`src/rtl/gpio_msg_receiver.sv`:
```
// rtl/gpio_msg_receiver.sv - GPIO four-phase message receiver with show-ahead payload FIFO
//
// Receives framed 16-bit words from a sender over a four-phase req/ack handshake.
// Frame: header {SYNC_BYTE, LEN}, LEN payload words, XOR checksum word.
// Payload words are queued in a show-ahead FIFO; frame status is reported as
// one-cycle frame_ok / frame_err pulses.
//
// Ports:
//   clock      in   1   shared GPIO clock, rising edge
//   resetn     in   1   asynchronous active-low reset
//   gpio_data  in  16   message word, held stable by sender during handshake
//   gpio_req   in   1   sender word-request strobe (asynchronous)
//   gpio_ack   out  1   word acknowledge to sender
//   msg_data   out 16   FIFO head payload word
//   msg_last   out  1   FIFO head is last payload word of its frame
//   msg_valid  out  1   FIFO not empty
//   msg_ready  in   1   consumer accepts head word
//   frame_ok   out  1   one-cycle pulse, checksum matched
//   frame_err  out  1   one-cycle pulse, header or checksum error
//   busy       out  1   state is not IDLE

module gpio_msg_receiver #(
    parameter int          FIFO_DEPTH = 8,
    parameter logic [7:0]  SYNC_BYTE  = 8'hA5
) (
    input  logic        clock,
    input  logic        resetn,
    input  logic [15:0] gpio_data,
    input  logic        gpio_req,
    output logic        gpio_ack,
    output logic [15:0] msg_data,
    output logic        msg_last,
    output logic        msg_valid,
    input  logic        msg_ready,
    output logic        frame_ok,
    output logic        frame_err,
    output logic        busy
);

    localparam int AW = $clog2(FIFO_DEPTH);
    localparam logic [AW:0] PTR_ONE = 1;

    typedef enum logic [1:0] {
        S_IDLE,
        S_PAYLOAD,
        S_CHECK
    } state_t;

    state_t      r_state;
    logic        r_req_meta;
    logic        r_req_s;
    logic        r_ack;
    logic        r_ack_pend;
    logic [7:0]  r_count;
    logic [15:0] r_xor;
    logic        r_ok;
    logic        r_err;
    logic [AW:0] r_wr_ptr;
    logic [AW:0] r_rd_ptr;
    logic [16:0] r_mem [FIFO_DEPTH];

    logic w_empty;
    logic w_full;
    logic w_allowed;
    logic w_capture;
    logic w_push;
    logic w_pop;
    logic w_last;

    assign w_empty   = (r_wr_ptr == r_rd_ptr);
    assign w_full    = (r_wr_ptr[AW] != r_rd_ptr[AW]) &&
                       (r_wr_ptr[AW-1:0] == r_rd_ptr[AW-1:0]);
    // Only payload words need FIFO room; full is the pre-pop flag.
    assign w_allowed = !((r_state == S_PAYLOAD) && w_full);
    // r_ack_pend covers the cycle between capture and ack rising so the
    // same request is not captured twice.
    assign w_capture = r_req_s && !r_ack && !r_ack_pend && w_allowed;
    assign w_push    = w_capture && (r_state == S_PAYLOAD);
    assign w_pop     = !w_empty && msg_ready;
    assign w_last    = (r_count == 8'd1);

    always_ff @(posedge clock or negedge resetn) begin
        if (!resetn) begin
            r_state    <= S_IDLE;
            r_req_meta <= 1'b0;
            r_req_s    <= 1'b0;
            r_ack      <= 1'b0;
            r_ack_pend <= 1'b0;
            r_count    <= 8'd0;
            r_xor      <= 16'd0;
            r_ok       <= 1'b0;
            r_err      <= 1'b0;
            r_wr_ptr   <= '0;
            r_rd_ptr   <= '0;
        end else begin
            r_req_meta <= gpio_req;
            r_req_s    <= r_req_meta;
            r_ok       <= 1'b0;
            r_err      <= 1'b0;

            if (r_ack_pend) begin
                r_ack      <= 1'b1;
                r_ack_pend <= 1'b0;
            end else if (r_ack && !r_req_s) begin
                r_ack <= 1'b0;
            end

            if (w_capture) begin
                r_ack_pend <= 1'b1;
                case (r_state)
                    S_IDLE: begin
                        if ((gpio_data[15:8] == SYNC_BYTE) && (gpio_data[7:0] != 8'd0)) begin
                            r_count <= gpio_data[7:0];
                            r_xor   <= 16'd0;
                            r_state <= S_PAYLOAD;
                        end else begin
                            r_err <= 1'b1;
                        end
                    end
                    S_PAYLOAD: begin
                        r_xor   <= r_xor ^ gpio_data;
                        r_count <= r_count - 8'd1;
                        if (w_last) begin
                            r_state <= S_CHECK;
                        end
                    end
                    S_CHECK: begin
                        if (gpio_data == r_xor) begin
                            r_ok <= 1'b1;
                        end else begin
                            r_err <= 1'b1;
                        end
                        r_state <= S_IDLE;
                    end
                    default: r_state <= S_IDLE;
                endcase
            end

            if (w_push) begin
                r_wr_ptr <= r_wr_ptr + PTR_ONE;
            end
            if (w_pop) begin
                r_rd_ptr <= r_rd_ptr + PTR_ONE;
            end
        end
    end

    // Storage needs no reset: outputs are gated by the empty flag.
    always_ff @(posedge clock) begin
        if (w_push) begin
            r_mem[r_wr_ptr[AW-1:0]] <= {w_last, gpio_data};
        end
    end

    assign gpio_ack  = r_ack;
    assign msg_valid = !w_empty;
    assign msg_data  = w_empty ? 16'd0 : r_mem[r_rd_ptr[AW-1:0]][15:0];
    assign msg_last  = !w_empty && r_mem[r_rd_ptr[AW-1:0]][16];
    assign frame_ok  = r_ok;
    assign frame_err = r_err;
    assign busy      = (r_state != S_IDLE);

endmodule

```
`config.mk`:
```
export PLATFORM = sky130hd
export DESIGN_NAME = gpio_msg_receiver
export DESIGN_NICKNAME = d
export VERILOG_FILES = /design/src/rtl/gpio_msg_receiver.sv
export SDC_FILE = /design/constraint.sdc
export NUM_CORES = 1
export LEC_CHECK = 0
export CAP_MARGIN = 20
export CORE_MARGIN = 2
export CORE_UTILIZATION = 27
export DETAILED_ROUTE_END_ITERATION = 10
export GPL_ROUTABILITY_DRIVEN = 0
export SYNTH_ARGS = -nofsm -noshare
export SYNTH_HDL_FRONTEND = slang
export SYNTH_SLANG_ARGS = --single-unit
```
`constraint.sdc`:
```
create_clock -name clock -period 3.87 [get_ports clock]
set_clock_uncertainty 0.1 [all_clocks]
set_input_delay 0.5805 -clock clock [delete_from_list [all_inputs] [get_ports clock]]
set_output_delay 0.5805 -clock clock [all_outputs]
set_load 0.02 [all_outputs]
```
After elaboration in Yosys (flattened, before gate mapping) --
Memory sizes are Yosys's and may differ from the RTL's. Cells that the tools add are included.
Storage, ports and cells: memories 1, logic and storage cells 68, input port bits 20, output and inout bits 22, register bits after elaboration 40, bits in writable memories 136
Cells by class: muxes and demuxes 20, bitwise gates (word level) 1, add/sub/neg operators 3, reductions and logical operators 22, eq/ne operators 10
Memory list:
- r_mem | words 8, width 17, rd ports 1, clocked after Yosys merged registers in 0, write ports 1, RTL line 60 | logic [16:0] r_mem [FIFO_DEPTH];
Operators with widths (count):
- 16-bit two-way mux | 2
- 16-bit case mux with 2 select lines | 1
- 16-bit equality test | 1
- 8-bit case mux with 2 select lines | 1
- 16-bit XOR | 1
- 1-bit two-way mux | 11
- 1-bit logical AND | 10
- 4-bit by 1-bit adder with 4-bit output (second input constant) | 2
- 8-bit by 1-bit equality test with 1-bit output (second input constant) | 1
- 8-bit equality test (second input constant) | 1
- 8-bit two-way mux | 1
- 8-bit nonzero test | 1
- 8-bit by 1-bit subtractor with 8-bit output (second input constant) | 1
- 3-bit AND reduction | 2
- 2-bit nonzero test | 3
- 1-bit logical NOT | 5
- 4-bit equality test | 1
- 2-bit two-way mux | 2
- 2-bit inequality test (second input constant) | 2
- 2-bit case mux with 2 select lines | 1
- 3-bit equality test | 1
- 2-bit by 1-bit equality test with 1-bit output (second input constant) | 1
- 2-bit equality test (second input constant) | 1
- 2-bit logical NOT | 1
- 2 further kinds | 2

Longest topological paths before layout --
Gate-level depths: netlist (run 1).
depth after elaboration 8, depth in mapped cells 7, depth with buffers taken out 6

Worst setup path before layout (run 1) --
Ideal clock, no wire load.
kind reg2reg, from register r_ack (netlist: gpio_ack), to memory r_mem[1][0], enable pin, clock period less this slack 3.815 ns, cell stages (with the launch flop) 6, buffers on the path 1, required time 3.329 ns, setup slack 0.055 ns, arrival time 3.274 ns, cell sequence dfrtp_1 or3b_1 clkbuf_2 nor2_1 nand2_2 nor4b_1
Between the ends: word-level cells in the longest chain between the ends 7
Ends and longest elaborated chain:
- from (decl) | RTL line 52 | logic r_ack;
- from (signal assigned) | RTL line 87 | r_ack <= 1'b0;
- from (signal assigned) | RTL line 102 | r_ack <= 1'b1;
- from (signal assigned) | RTL line 105 | r_ack <= 1'b0;
- 1-bit logical NOT | RTL line 77 | assign w_capture = r_req_s && !r_ack && !r_ack_pend && w_allowed;
- 1-bit logical AND (3 in series) | RTL line 77
- 1-bit logical AND | RTL line 78 | assign w_push = w_capture && (r_state == S_PAYLOAD);
- 1-bit two-way mux | RTL line 150 | if (w_push) begin
- 1-bit two-way mux (not written as such) | RTL line 151 | r_mem[r_wr_ptr[AW-1:0]] <= {w_last, gpio_data};
- to (decl) | RTL line 60
No other way between the ends.

Worst setup path in the final report (run 1) --
from register r_rd_ptr[0], to output port msg_data[10]
Between the ends: word-level cells in the longest chain between the ends 2, elaborated cells on any way between the ends 3
Ends and longest elaborated chain:
- from (decl) | RTL line 59 | logic [AW:0] r_rd_ptr;
- from (signal assigned) | RTL line 143 | r_rd_ptr <= r_rd_ptr + PTR_ONE;
- memory 8 x 17 bit or 4-bit equality test (tied branches)
- 16-bit two-way mux * | RTL line 157 | assign msg_data = w_empty ? 16'd0 : r_mem[r_rd_ptr[AW-1:0]][15:0];
- to (decl) | RTL line 31 | output logic [15:0] msg_data,
Every way passes the cells marked *; elsewhere a longest branch is shown, timed or not.

==> impl_metrics.ini, run 1 <==
[outcome]
status = finished, final reports clean

[synth]
synth_edf_count = 136
yosysMostFrequentCell = edfxtp_1
synth_top_family_by_area = multiplexers
synth.largest_area_cell = edfxtp_1
synthAdderAreaFrac = 0.00671
synth_compound_area_frac = 0.0581
async_flop_share = 0.227
avgSynthCellArea_um2 = 16.2
netlist.area_leader.share = 0.548
muxShareOfSynthArea = 0.128
ys_types = 56
seq_area_frac_synth = 0.682
synth_xor_area_frac = 0.0316
synth_simple_gate_area_share = 0.0757
synth_seq_cells = 176
netlist_top_cells_count = edfxtp_1 (136), nor2_1 (49), dfrtp_1 (40)
syn-num-nets = 483
yosys-top-cells-area = edfxtp_1 (55%), dfrtp_1 (13%), mux4_2 (10%)
syn_area_mm2 = 0.00745
synthCells = 459
ys_warn_count = 0
synth-main-ff-cell = edfxtp_1

[grt]
grtUsageTotal = 0.118
grt_max_degree = 41
grt_pass1_wl_um = 25400
grt_overflow = 0
antenna_found_initial = 0
grt_pass1_vias = 4253

[clock_tree]
htreeDepth = 4
hold_buffers = 0
cts_buffer_depth = 2
cts-resized-gates = 0
cts-root-buf = clkbuf_16
cts_buffers = 17
clkTransAtPathRegs_ps = 70
post-cts-setup-buffers = 0
cts_tree = yes
clk_latency_ps = 430
cts.sinks = 176

[critical_path]
cp-end-kind = output pin
critical-path-top-delay-family = buffers and inverters
critical-path-max-stage-delay_ps = 630
path_max_fanout = 13
cp_slowest_cell = dfrtp_2
cp.required_ps = 3190
path_class = flip-flop to output pin
critPathArrivalTime_ps = 2800
path_buf_inv = 2
path_cells = buf_4 > mux4_2 > mux2i_1 > nor2_1 > clkdlybuf4s50_1
start_kind = flip-flop

[flow_run]
drv_cap = 0

[floorplanning]
rows = 60
chipWidth_um = 170
die_area_mm2 = 0.0290
start_util = 0.276
die_y_um = 170
coreArea_mm2 = 0.0270
boundaryPins = 42

[timing]
rsz0062_at_grt = false
timing.setup.tns_ps = 0
maxSlewHeadroom = 0.370
hold_violations = 0
post-route-period-util = 0.900
worst_pin_slew_ps = 945
fin_crit_ps = 3480
fmax_mhz = 287
drv_slew = 0
setup_viol = 0

[pwr]
p_leak_nw = 3.10
p_per_area_mw_per_mm2 = 768
power_mw = 6.91
vdd_drop_max_mv = 0.269

[drt]
drt_iter0_drc = 457
viasPerCell = 4.71
firstDrtPassIters = 4
vias = 4132
drc_errors = 0
ant_nets = 0
totalWireLength_um = 16100
wl_per_cell_um = 18.4

[placed_design]
hpwl_um = 10900
port_buffers = 41

[layout]
diodes = 0
finalNetCount = 548
final_layout_size_suffix_gt1_frac = 0.240
syn2layout_area_growth_pct = 20.7

[worst_hold_path]
hold_path_class = primary input to asynchronous set/reset pin
flip-flops by register name (all words and copies together) (netlist names), 2 cells and up:
name and flops:
r_mem 136, r_state 2, r_wr_ptr 4, r_rd_ptr 4, r_xor 16, r_count 8
layer usage:
metal / global-route usage / vias up / part of all wire
li1: - / 1899 / -
met1: 0.161 / 2088 / 0.45
met2: 0.188 / 133 / 0.48
met5: 0 / - / 0
met3: 0.0274 / 12 / 0.066
met4: 0.0368 / 0 / 0.0096
cells in the final DEF, fill, tap and decap left out, types with 4 or more instances in the layout:
cell and n:
nand4_1 5, nor4_1 5, clkinv_4 5, a21oi_1 6, nor2_1 49, clkbuf_16 17
inv_1 4, ha_1 4, xnor2_1 22, dfrtp_1 39, edfxtp_1 136, clkdlybuf4s50_1 40
o21ai_0 10, buf_4 27, mux2i_1 17, mux4_2 33, o21ai_1 5, o21ai_2 20
nand2_1 28
where the power goes:
group          internal, mW  switching, mW  total, mW
combinational          1.24           1.38       2.62
clock                 0.898          0.734       1.63
sequential             2.37          0.293       2.66
total                  4.50           2.41       6.91
cells by family (layout without fill, tap and decap cells):
group                      count (synthesis)  in the layout
AOI/OAI and AO/OA                         58             58
xor gates and xnor gates                  26             26
adders and majority gates                  4              4
buffers and inverters                     27            105
DFF                                      176            176
muxes                                     52             52
and+or+nand+nor                          116            116
per-stage QoR:
step	cell area (um2)	hold slack, ps	std cells	util	worst slack [ps]
6_report	9000	193	878	0.333	386
5_1_grt	9000	264	878	0.333	212
4_1_cts	9000	223	878	0.333	325
3_5_place_dp	8440	235	846	0.312	691
3_3_place_gp	8440	241	846	0.312	741
2_1_floorplan	7450	185	459	-	54.9
worst register-to-register path, stage by stage, from the launching register on:
cell	delay (ps)
dfrtp_1	580
xor2_1	420
nor4_1	150
nor3_2	270
nand2_1	180
nor3b_2	670
buf_4	360
layout make-up:
| class | count | area (um2) |
|---|---|---|
| Fill cell | 2576 | 18000 |
| Sequential cell | 176 | 5090 |
| Multi-Input combinational cell | 256 | 2280 |
| Timing Repair Buffer | 69 | 628 |
| Clock buffer | 18 | 429 |
| Tap cell | 341 | 427 |
| Clock inverter | 14 | 135 |
| Inverter | 4 | 15.0 |
final timing paths:
check	start	slack (ps)	depth (start not counted)	end
max	r_rd_ptr[0]$_DFFE_PN0P_	390	5	msg_data[10]
min	resetn	190	1	frame_ok$_DFF_PN0_
max reg2reg	r_wr_ptr[2]$_DFFE_PN0P_	820	6	r_mem[6][16]$_DFFE_PP_
min reg2reg	r_req_meta$_DFF_PN0_	250	0	r_req_s$_DFF_PN0_
max in group asynchronous	resetn	2830	1	r_rd_ptr[0]$_DFFE_PN0P_
min in group clock	r_req_meta$_DFF_PN0_	250	0	r_req_s$_DFF_PN0_
No activity file was read; power rests on OpenSTA's default activity.
==> inputs of run 2 (changes only) <==
--- a/config.mk
+++ b/config.mk
@@ -10,6 +10,7 @@
 export CORE_UTILIZATION = 27
 export DETAILED_ROUTE_END_ITERATION = 10
 export GPL_ROUTABILITY_DRIVEN = 0
+export REMOVE_ABC_BUFFERS = 1
 export SYNTH_ARGS = -nofsm -noshare
 export SYNTH_HDL_FRONTEND = slang
 export SYNTH_SLANG_ARGS = --single-unit
==> run 2 against run 1 <==
Via count is 2.1% higher. Clock power about the same. Cell area hardly changed. Largest power group is now combinational cells. Highest routed layer unchanged.
==> impl_metrics.ini, run 2 (synthesis gave the netlist of run 1 again) <==
[outcome]
status = finished, final reports clean

[placed_design]
hpwl_um = 10600
placed_area_mm2 = 0.00842
post-place-cells = 846
port_buffers = 41

[critical_path]
cp.required_ps = 3190
critical-path-max-stage-delay_ps = 620
path_max_fanout = 23
cp_slowest_cell = mux4_1
path_class = flip-flop to output pin
cp-end-kind = output pin
start_kind = flip-flop
path_cells = buf_4 > mux4_1 > mux2i_1 > nor2_1 > clkdlybuf4s50_1
critPathArrivalTime_ps = 2630

[grt]
grtUsageTotal = 0.120
grt_max_degree = 41
grt_overflow = 0
grt_pass1_wl_um = 26000
grt_pass1_vias = 4416
antenna_found_initial = 1

[drt]
drc_errors = 0
ant_nets = 0
firstDrtPassIters = 4
wl_per_cell_um = 18.7
drt_iter0_drc = 454
viasPerCell = 4.80
vias = 4218
totalWireLength_um = 16500

[flow_run]
drv_cap = 0

[floorplanning]
boundaryPins = 42
rows = 60
start_util = 0.276
chipWidth_um = 170
coreArea_mm2 = 0.0270
die_y_um = 170
die_area_mm2 = 0.0290

[clock_tree]
cts-root-buf = clkbuf_16
clk_latency_ps = 430
htreeDepth = 4
cts_buffers = 17
cts.sinks = 176
cts-resized-gates = 0
post-cts-setup-buffers = 0
hold_buffers = 0
cts_buffer_depth = 2
cts_tree = yes
clkTransAtPathRegs_ps = 70

[layout]
fillerInstances = 2582
largest_reg_flops = 136
finalNetCount = 548
syn2layout_area_growth_pct = 20.7
final_layout_size_suffix_gt1_frac = 0.236
final_common_cell = edfxtp_1
final_cell_mix = edfxtp_1 (136), nor2_1 (49), clkdlybuf4s50_1 (40)
finalInstanceArea_mm2 = 0.00900
stdcell_count = 879

[pwr]
vdd_drop_max_mv = 0.291
power_mw = 6.96
p_per_area_mw_per_mm2 = 774
p_leak_nw = 3.09

[timing]
hold_violations = 0
rsz0062_at_grt = false
drv_slew = 0
maxSlewHeadroom = 0.365
fin_crit_ps = 3310
setup_viol = 0
post-route-period-util = 0.856
worst_pin_slew_ps = 953
fmax_mhz = 302

[worst_hold_path]
hold_path_class = primary input to asynchronous set/reset pin
run 2: cell count changes in the layout (fill, tap and decap cells not counted):
cell        previous run  this run
clkinv_1               1         4
clkinvlp_4             1         4
clkinv_4               5         3
inv_8                  2         0
buf_12                 1         0
buf_4                 27        28
bufinv_16              1         2
clkbuf_1               1         0
clkinv_2               2         1
diode_2                0         1
inv_6                  2         1
run 2: metal layers:
metal  global-route usage  part of all wire  vias to the layer above
met2                0.196              0.49                      112
met4               0.0491             0.023                        0
met5                    0                 0                        -
met3               0.0265             0.040                       29
li1                     -                 -                     1895
met1                0.155              0.45                     2182
run 2: report_power, final:
part / internal [mW] / switching, mW / total, mW
clock: 0.944 / 0.713 / 1.66
combinational: 1.23 / 1.45 / 2.68
sequential: 2.37 / 0.259 / 2.63
total: 4.54 / 2.42 / 6.96
run 2: path summary, 6_finish.rpt:
check / start / end / slack (ps) / cells after the start
worst max-delay path: r_rd_ptr[0]$_DFFE_PN0P_ / msg_last / 560 / 5
worst min-delay path: resetn / r_req_meta$_DFF_PN0_ / 180 / 1
worst max register to register: r_rd_ptr[0]$_DFFE_PN0P_ / r_count[7]$_DFFE_PN0P_ / 1170 / 6
worst min register to register: r_req_meta$_DFF_PN0_ / r_req_s$_DFF_PN0_ / 250 / 0
max in group asynchronous: resetn / r_rd_ptr[0]$_DFFE_PN0P_ / 2820 / 1
min in group clock: r_req_meta$_DFF_PN0_ / r_req_s$_DFF_PN0_ / 250 / 0
run 2: layout make-up:
type                            count  area [um2]  area share
Clock buffer                       17         425      0.0473
Multi-Input combinational cell    256        2280       0.254
Sequential cell                   176        5090       0.565
Tap cell                          341         427      0.0474
Clock inverter                     15         145      0.0161
Antenna cell                        1        2.50    0.000278
Timing Repair Buffer               69         616      0.0684
Inverter                            4        15.0     0.00167
run 2: stage by stage:
step	util	setup TNS (ps)	hold WS (ps)	setup slack (ps)
final	0.333	0	179	558
after global routing	0.333	0	262	401
after CTS	0.333	0	214	483
after detailed placement	0.312	0	236	743
after global placement	0.312	0	237	710
after floorplan	-	-72240	185	-835
run 2: critical path: cells and delay by family, from the launching register on:
kind	cells	cell delay, ps
buffers and inverters	2	930
multiplexers	2	850
flip-flops	1	360
AND/OR/NAND/NOR	1	70
==> inputs of run 3 (changes only) <==
--- a/config.mk
+++ b/config.mk
@@ -5,9 +5,8 @@
 export SDC_FILE = /design/constraint.sdc
 export NUM_CORES = 1
 export LEC_CHECK = 0
-export CAP_MARGIN = 20
 export CORE_MARGIN = 2
-export CORE_UTILIZATION = 27
+export CORE_UTILIZATION = 40
 export DETAILED_ROUTE_END_ITERATION = 10
 export GPL_ROUTABILITY_DRIVEN = 0
 export REMOVE_ABC_BUFFERS = 1
==> run 3 against run 2 <==
Register-to-register slack worse by 150 ps. Worst setup slack better by 4.0 ps. Worst hold slack better by 13 ps. Cell area down 0.95%.
==> impl_metrics.ini, run 3 (synthesis gave the netlist of run 1 again) <==
[floorplanning]
coreArea_mm2 = 0.0181
rows = 49
chipWidth_um = 141
boundaryPins = 42
die_area_mm2 = 0.0197
start_util = 0.411
die_y_um = 141

[pwr]
p_comb_frac = 0.383
p_per_area_mw_per_mm2 = 779
vdd_drop_max_mv = 0.333
seqPwrFrac = 0.379
swShare = 0.343
switchingPower_mw = 2.38
p_leak_nw = 3.12
power_mw = 6.94
pwr-share-clk = 0.238
internal-power_mw = 4.56

[clock_tree]
cts_buffers = 17
clkTransAtPathRegs_ps = 70
cts_buffer_depth = 2
clk_latency_ps = 420
hold_buffers = 0
htreeDepth = 4
post-cts-setup-buffers = 0
cts.sinks = 176
cts-resized-gates = 0
cts-root-buf = clkbuf_16
cts_tree = yes

[critical_path]
reg2reg_depth = 8
start_kind = flip-flop
path_max_fanout = 20
cp.required_ps = 3190
timing.rr.start = r_rd_ptr[0]$_DFFE_PN0P_
path_class = flip-flop to output pin
critPathArrivalTime_ps = 2630
crit_start = r_rd_ptr[0]$_DFFE_PN0P_
cp-end-kind = output pin

[layout]
largest_reg_flops = 136
final_layout_size_suffix_gt1_frac = 0.247
stdcell_count = 771
utilization = 0.491
finalNetCount = 554
final_cell_mix = edfxtp_1 (136), nor2_1 (49), clkdlybuf4s50_1 (40)
final_common_cell = edfxtp_1
diodes = 0
finalInstanceArea_mm2 = 0.00891
syn2layout_area_growth_pct = 19.6

[outcome]
status = finished, final reports clean

[drt]
totalWireLength_um = 15900
ant_nets = 0
vias = 4126
firstDrtPassIters = 5
drt_iter0_drc = 353
drc_errors = 0
viasPerCell = 5.35
wl_per_cell_um = 20.6

[worst_hold_path]
hold_path_class = primary input to asynchronous set/reset pin

[timing]
worst_pin_slew_ps = 954
fmax_mhz = 302
fin_crit_ps = 3310
holdWs_ps = 192
setup_viol = 0
maxSlewHeadroom = 0.364
drv_slew = 0
post-route-period-util = 0.855
rsz0062_at_grt = false
hold_violations = 0

[placed_design]
placed_area_mm2 = 0.00834
port_buffers = 41
post-place-cells = 740
hpwl_um = 10400

[grt]
grt_max_degree = 41
grt_pass1_wl_um = 24700
grtUsageTotal = 0.171
grt_pass1_vias = 4252
antenna_found_initial = 0
grt_overflow = 0

[flow_run]
drv_cap = 0
[run 3: changes by cell type in the layout (fill, tap and decap cells not counted), sizes merged]
| cell | change |
|---|---|
| diode | -1 |
| buf | +6 |
| clkinvlp | +1 |
| clkinv | -3 |
| clkbuf | +1 |
[run 3: per-stage QoR]
step	setup WS (ps)	setup TNS (ps)
CTS	469	0
global placement	836	0
detailed placement	727	0
finish	562	0
floorplan	-835	-72240
global route	360	0
[run 3: area by class of cell]
class                      count  area (um2)
clock buffer                  18         429
multi-input combinational    256        2280
clock inverter                13         141
sequential                   176        5090
tap                          229         287
fill                        1533        9240
timing repair buffer          75         673
inverter                       4        15.0
[run 3: worst paths after layout]
kind,end,slack [ps]
setup / recovery,msg_data[5],560
hold / removal,r_rd_ptr[1]$_DFFE_PN0P_,190
setup reg to reg,r_mem[6][4]$_DFFE_PP_,1020
hold reg to reg,r_req_s$_DFF_PN0_,260
max in group asynchronous,r_rd_ptr[0]$_DFFE_PN0P_,2840
min in group clock,r_req_s$_DFF_PN0_,260
[run 3: power by group through the flow]
| stage | clock network (mW) | registers [mW] | logic [mW] |
|---|---|---|---|
| floorplan | 0 | 2.77 | 1.56 |
| global placement | 0 | 2.64 | 2.65 |
| detailed placement | 0 | 2.66 | 2.71 |
| CTS | 1.69 | 2.63 | 2.72 |
| global route | 1.77 | 2.67 | 2.89 |
| finish | 1.65 | 2.63 | 2.66 |
[run 3: layer usage]
metal  share of wire  routed length [um]  vias to the layer above  global-route usage
met5               0                   0                        -                   0
met4           0.018                 279                        0              0.0637
met3           0.040                 635                       15              0.0444
met2            0.50                8000                       85               0.282
met1            0.44                6930                     2121               0.219
li1                -                   -                     1905                   -
[run 3: worst max-delay path, cell delays in order (launching register included)]
cell,delay (ps)
dfrtp_2,360
buf_4,360
xor2_2,180
nor4b_4,300
buf_4,330
nor2_1,100
clkdlybuf4s50_1,550
